### config.mk
export PLATFORM = sky130hd
export DESIGN_NAME = btn_event_classifier
export DESIGN_NICKNAME = d
export VERILOG_FILES = /design/src/rtl/btn_pkg.sv /design/src/rtl/tick_gen.sv /design/src/rtl/btn_event_classifier.sv
export SDC_FILE = /design/constraint.sdc
export NUM_CORES = 1
export LEC_CHECK = 0
export ABC_AREA = 1
export CORE_ASPECT_RATIO = 1.5
export CORE_MARGIN = 5
export CORE_UTILIZATION = 55
export DETAILED_ROUTE_END_ITERATION = 8
export GPL_ROUTABILITY_DRIVEN = 0
export PLACE_DENSITY = 0.83
export RECOVER_POWER = 25
export SETUP_SLACK_MARGIN = 0.05
export SYNTH_ARGS = -nofsm -noshare
export SYNTH_HDL_FRONTEND = slang
export SYNTH_SLANG_ARGS = --single-unit
### constraint.sdc
create_clock -name clk -period 1.9 [get_ports clk]
set_input_delay 0.57 -clock clk [delete_from_list [all_inputs] [get_ports clk]]
set_output_delay 0.57 -clock clk [all_outputs]
set_load 0.02 [all_outputs]
### src/rtl/btn_pkg.sv
//------------------------------------------------------------------------------
// Module   : btn_pkg
// Brief    : Shared FSM state type and default gesture timing for the button
//            event classifier.
// Revision : 1.0 - initial release
//------------------------------------------------------------------------------
`default_nettype none

package btn_pkg;

  typedef enum logic [2:0] {
    IDLE     = 3'd0,
    PRESSED  = 3'd1,
    HELD     = 3'd2,
    WAIT2    = 3'd3,
    PRESSED2 = 3'd4
  } state_t;

  localparam int c_long_t   = 800;
  localparam int c_dbl_t    = 250;
  localparam int c_repeat_t = 200;

  function automatic int max3(input int a, input int b, input int c);
    int m;
    m = (a > b) ? a : b;
    return (m > c) ? m : c;
  endfunction

endpackage

`default_nettype wire

### src/rtl/tick_gen.sv
//------------------------------------------------------------------------------
// Module   : tick_gen
// Brief    : Free-running prescaler producing a one-cycle tick every TICK_DIV
//            clocks.
// Revision : 1.0 - initial release
//------------------------------------------------------------------------------
`default_nettype none

module tick_gen #(
  parameter int TICK_DIV = 100000
) (
  input  logic clk,
  input  logic reset,
  output logic tick
);

  localparam int              c_cw   = (TICK_DIV > 1) ? $clog2(TICK_DIV) : 1;
  localparam logic [c_cw-1:0] c_last = c_cw'(TICK_DIV - 1);

  logic [c_cw-1:0] r_cnt;

  always_ff @(posedge clk or negedge reset) begin
    if (!reset) begin
      r_cnt <= '0;
    end else if (r_cnt == c_last) begin
      r_cnt <= '0;
    end else begin
      r_cnt <= r_cnt + 1'b1;
    end
  end

  assign tick = (r_cnt == c_last);

endmodule

`default_nettype wire

### src/rtl/btn_event_classifier.sv
//------------------------------------------------------------------------------
// Module   : btn_event_classifier
// Brief    : Classifies a debounced button level into press/release, short,
//            long and double-click pulses plus a wrapping press counter.
//            Optional auto-repeat while held: define BTN_REPEAT_EN.
// Revision : 1.0 - initial release
//------------------------------------------------------------------------------
`default_nettype none

module btn_event_classifier
  import btn_pkg::*;
#(
  parameter int TICK_DIV = 100000,
  parameter int LONG_T   = c_long_t,
  parameter int DBL_T    = c_dbl_t,
  parameter int REPEAT_T = c_repeat_t,
  parameter int CNT_W    = 8
) (
  input  logic             clk,
  input  logic             reset,
  input  logic             db,
  output logic             press_tick,
  output logic             release_tick,
  output logic             short_press,
  output logic             long_press,
  output logic             double_click,
  output logic             repeat_tick,
  output logic [CNT_W-1:0] press_cnt
);

  localparam int              c_tw        = $clog2(max3(LONG_T, DBL_T, REPEAT_T)) + 1;
  localparam logic [c_tw-1:0] c_tmax      = '1;
  localparam logic [c_tw-1:0] c_long_last = c_tw'(LONG_T - 1);
  localparam logic [c_tw-1:0] c_dbl_last  = c_tw'(DBL_T - 1);
`ifdef BTN_REPEAT_EN
  localparam logic [c_tw-1:0] c_rep_last  = c_tw'(REPEAT_T - 1);
  logic r_repeat;
`endif

  state_t          r_state;
  logic [c_tw-1:0] r_timer;
  logic            r_db_d;
  logic            w_tick;
  logic            w_rise;
  logic            w_fall;

  tick_gen #(.TICK_DIV(TICK_DIV)) u_tick_gen (
    .clk   (clk),
    .reset (reset),
    .tick  (w_tick)
  );

  // db_d resets low, so a button already held at reset release is a press
  assign w_rise = db & ~r_db_d;
  assign w_fall = ~db & r_db_d;

  always_ff @(posedge clk or negedge reset) begin
    if (!reset) begin
      r_state      <= IDLE;
      r_timer      <= '0;
      r_db_d       <= 1'b0;
      press_tick   <= 1'b0;
      release_tick <= 1'b0;
      short_press  <= 1'b0;
      long_press   <= 1'b0;
      double_click <= 1'b0;
      press_cnt    <= '0;
`ifdef BTN_REPEAT_EN
      r_repeat     <= 1'b0;
`endif
    end else begin
      r_db_d       <= db;
      press_tick   <= w_rise;
      release_tick <= w_fall;
      short_press  <= 1'b0;
      long_press   <= 1'b0;
      double_click <= 1'b0;
`ifdef BTN_REPEAT_EN
      r_repeat     <= 1'b0;
`endif
      if (w_rise) begin
        press_cnt <= press_cnt + 1'b1;
      end
      // Saturating tick count; every transition below overrides it with 0
      if (w_tick && (r_timer != c_tmax)) begin
        r_timer <= r_timer + 1'b1;
      end

      case (r_state)
        IDLE: begin
          if (w_rise) begin
            r_state <= PRESSED;
            r_timer <= '0;
          end
        end
        PRESSED: begin
          if (w_fall) begin
            r_state <= WAIT2;
            r_timer <= '0;
          end else if (w_tick && (r_timer == c_long_last)) begin
            long_press <= 1'b1;
            r_state    <= HELD;
            r_timer    <= '0;
          end
        end
        HELD: begin
          if (w_fall) begin
            r_state <= IDLE;
            r_timer <= '0;
`ifdef BTN_REPEAT_EN
          end else if (w_tick && (r_timer == c_rep_last)) begin
            r_repeat <= 1'b1;
            r_timer  <= '0;
`endif
          end
        end
        WAIT2: begin
          if (w_rise) begin
            double_click <= 1'b1;
            r_state      <= PRESSED2;
            r_timer      <= '0;
          end else if (w_tick && (r_timer == c_dbl_last)) begin
            short_press <= 1'b1;
            r_state     <= IDLE;
            r_timer     <= '0;
          end
        end
        PRESSED2: begin
          if (w_fall) begin
            r_state <= IDLE;
            r_timer <= '0;
          end
        end
        default: begin
          r_state <= IDLE;
          r_timer <= '0;
        end
      endcase
    end
  end

`ifdef BTN_REPEAT_EN
  assign repeat_tick = r_repeat;
`else
  assign repeat_tick = 1'b0;
`endif

endmodule

`default_nettype wire

==> impl_metrics.tcl <==
set metrics [dict create \
    critical_path.slowest_cell "clkdlybuf4s50_1" \
    via_per_inst 5.37 \
    cp_max_fo 1 \
    cts.reportedPaths.clkPinSlew_ns 0.09 \
    setup_slack_ns 0.0970 \
    worstPathArrival_ns 1.23 \
    ctsHtreeMaxLevel 2 \
    design_area_um2 2970 \
    vias 2098 \
    cts_tree "yes" \
    ios 17 \
    dieArea_um2 6100 \
    ant_nets 0 \
    min_path_type "input port to async pin" \
    wl_met1_um 2070 \
    async_flop_share 1.00 \
    cp_cell_sequence "clkdlybuf4s50_1" \
    grt_max_degree 29 \
    dp_hpwl_um 3750 \
    rsz0062_at_grt "no" \
    cp.depth 1 \
    grt_usage 0.180 \
    die_x_um 65.4 \
    cts_root_buffer "clkbuf_8" \
    endpoint_kind "output port" \
    netlist_area_um2 2540 \
    placed_cells 376 \
    stdcell_count 391 \
    synth.distinct_cells 34 \
    numCtsBuffers 5 \
    start_util 0.563 \
    syn_inst 311 \
    insertion_delay_ns 0.30 \
    max_slew_margin 0.308 \
    nets 349 \
    yosysWarnings 0 \
    wl_per_cell_um 13.1 \
    worst_slew_pin_slew_ns 1.04 \
    wl_met3_um 160 \
    drive_above_1_share 0.190 \
    drt_iter0_drc 166 \
    rows 30 \
    fin_crit_ns 1.80 \
    avgSynthCellArea_um2 8.15 \
    cp.required_ns 1.33 \
    remaining_drc_errors 0 \
    crit_type "flip-flop to output port" \
    hold_buffers 0 \
    fmax_mhz 555 \
    power_w 0.00250 \
    grt_first_pass_wirelength_um 8650 \
    synth_edf_count 0 \
    setup_viol 0 \
    fin_crit_sh 0.949 \
    met2_length_um 2760 \
    hold_violations 0 \
    antenna_found_initial 0 \
    rrSetupSlack_ns 0.13 \
    cp_top_family "buffers and inverters" \
    syn_to_final_growth_pct 17.1 \
    power_density_nw_per_um2 842 \
    ir_drop_mv 0.693 \
    p_leak_nw 1.45 \
    pre_cts_slack_ns -0.147 \
    topRoutingLayerUsed "met4" \
    final_max_slew_viol_count 0 \
    status "completed" \
    synth_nets 318 \
    skew_ns 0.00791 \
    routed_wl_um 5130 \
    ys_ff_latch 45 \
    diodes 0 \
    dpl-instance-area_um2 2770 \
    synth_top_flop_cell "dfrtp_1" \
    grt_pass1_vias 2056 \
    crit_buf_inv 1 \
    portBuffers 15 \
    cp_slowest_stage_delay_ns 0.60 \
    grt-ovfl-total 0 \
    ys_seq_area_frac 0.444 \
    first_pass_iters 4 \
    clock_sinks 45 \
    r2r.worst_path.cells 10 \
    maxCapViolCount 0 \
    cts_buffer_depth 2 \
    startpoint_type "flip-flop" \
    fillers 376 \
    core_area_um2 4500 \
    fp.dieH_um 93.2 \
]
==> Yosys cell counts, types with 3 or more instances <==
| library cell | number | area (um2) |
|---|---|---|
| o21ai_0 | 8 | 40.0 |
| ha_1 | 4 | 50.1 |
| nand2_1 | 59 | 221 |
| nand2_2 | 6 | 37.5 |
| buf_4 | 4 | 30.0 |
| inv_1 | 39 | 146 |
| nor3_1 | 10 | 50.1 |
| a21oi_1 | 3 | 15.0 |
| nor2_1 | 36 | 135 |
| nand4_1 | 7 | 43.8 |
| nor2_2 | 15 | 93.8 |
| nor4_1 | 4 | 25.0 |
| nand3_1 | 18 | 90.1 |
| xor2_1 | 17 | 149 |
| inv_2 | 4 | 15.0 |
| dfrtp_1 | 45 | 1130 |
| o21ai_1 | 10 | 50.1 |
==> state kept, by name (all words and copies together), names as in the netlist <==
signal / flops
press_tick: 1
release_tick: 1
u_tick_gen.r_cnt: 17
long_press: 1
r_timer: 11
r_db_d: 1
double_click: 1
short_press: 1
r_state: 3
press_cnt: 8
==> kinds of logic (layout without fill, tap and decap cells) <==
kind of cell    Yosys count  after routing  share of synthesized area
simple gates            165            165                      0.317
buf+inv                  52             84                     0.0962
xor+xnor                 19             19                     0.0656
compound gates           25             25                     0.0562
fa+ha+maj                 4              4                     0.0197
other cells               1              1                    0.00148
flops                    45             45                      0.444
==> metal layers <==
| metal | GRT usage | vias up |
|---|---|---|
| li1 | - | 1036 |
| met5 | 0 | - |
| met2 | 0.318 | 40 |
| met1 | 0.200 | 1006 |
| met4 | 0.0848 | 0 |
| met3 | 0.0421 | 16 |
==> worst register-to-register path, stage by stage (launching register included) <==
cell     delay, ns
dfrtp_1       0.41
ha_4          0.16
nand2_2       0.07
nor2_4        0.19
nand2_4       0.09
nor3_4        0.31
nand2_2       0.11
nor2_4        0.14
nand3_1       0.08
nand2_1       0.07
a21oi_1       0.04
==> power by group <==
group          leakage, nW  internal, W  total (W)  switching [W]
Combinational        0.812     0.000259   0.000753       0.000495
Clock               0.0445     0.000261   0.000603       0.000341
Sequential           0.594      0.00105    0.00115      0.0000935
==> stage by stage <==
step / TNS [ns] / util / hold WS (ns)
after global routing: 0 / 0.659 / 0.504
after CTS: 0 / 0.632 / 0.208
after global placement: -1.27 / 0.614 / 0.449
after floorplan: 0 / - / 0.274
after detailed placement: -1.74 / 0.614 / 0.454
final: 0 / 0.659 / 0.419
==> placed cells by master, fill, tap and decap left out, types with 2 or more instances in the layout <==
cell and instances:
ha_4 2, nand4_1 7, nor3_4 2, nor2_2 14, buf_12 2, nor3_1 9, nand2_1 58, dfrtp_1 45
o21ai_0 8, dlymetal6s2s_1 3, xnor2_1 2, nor2_1 36, nand3_2 2, dlygate4sd2_1 8, clkinvlp_4 2, inv_1 39
a21oi_1 3, and3_1 2, buf_4 14, nand2_4 2, nor2_4 3, clkbuf_8 5, o21ai_1 10, clkdlybuf4s50_1 3
inv_2 4, nand3_1 17, ha_1 2, xor2_1 17, nor4_1 4, nand2_2 6
==> area by class of cell <==
class                           instances  area (um2)  area share
Clock buffer                            5        68.8      0.0232
Clock inverter                          3        21.3     0.00716
Inverter                               45         180      0.0607
Multi-Input combinational cell        214        1230       0.413
Sequential cell                        45        1130       0.379
Tap cell                               48        60.1      0.0202
Timing Repair Buffer                   31         287      0.0965
==> final timing paths <==
kind,start,end
max in group asynchronous,reset,press_cnt[7]$_DFFE_PN0P_
worst max register to register,u_tick_gen.r_cnt[1]$_DFF_PN0_,u_tick_gen.r_cnt[14]$_DFF_PN0_
worst min-delay path,reset,r_timer[0]$_DFF_PN0_
worst max-delay path,long_press$_DFF_PN0_,long_press
worst min register to register,press_cnt[7]$_DFFE_PN0P_,press_cnt[7]$_DFFE_PN0P_
min in group clk,press_cnt[7]$_DFFE_PN0P_,press_cnt[7]$_DFFE_PN0P_
==> what timing repair did <==
item / 4_1_cts / 5_1_grt
endpoints found under the setup margin: 8 / 19
gates resized for setup: 8 / 15
endpoints found under the hold margin: 0 / 0
pin swaps: 0 / 6
setup buffers: 0 / 7
gates cloned: 0 / 0
Note: power is estimated with default switching activity, not from simulation.
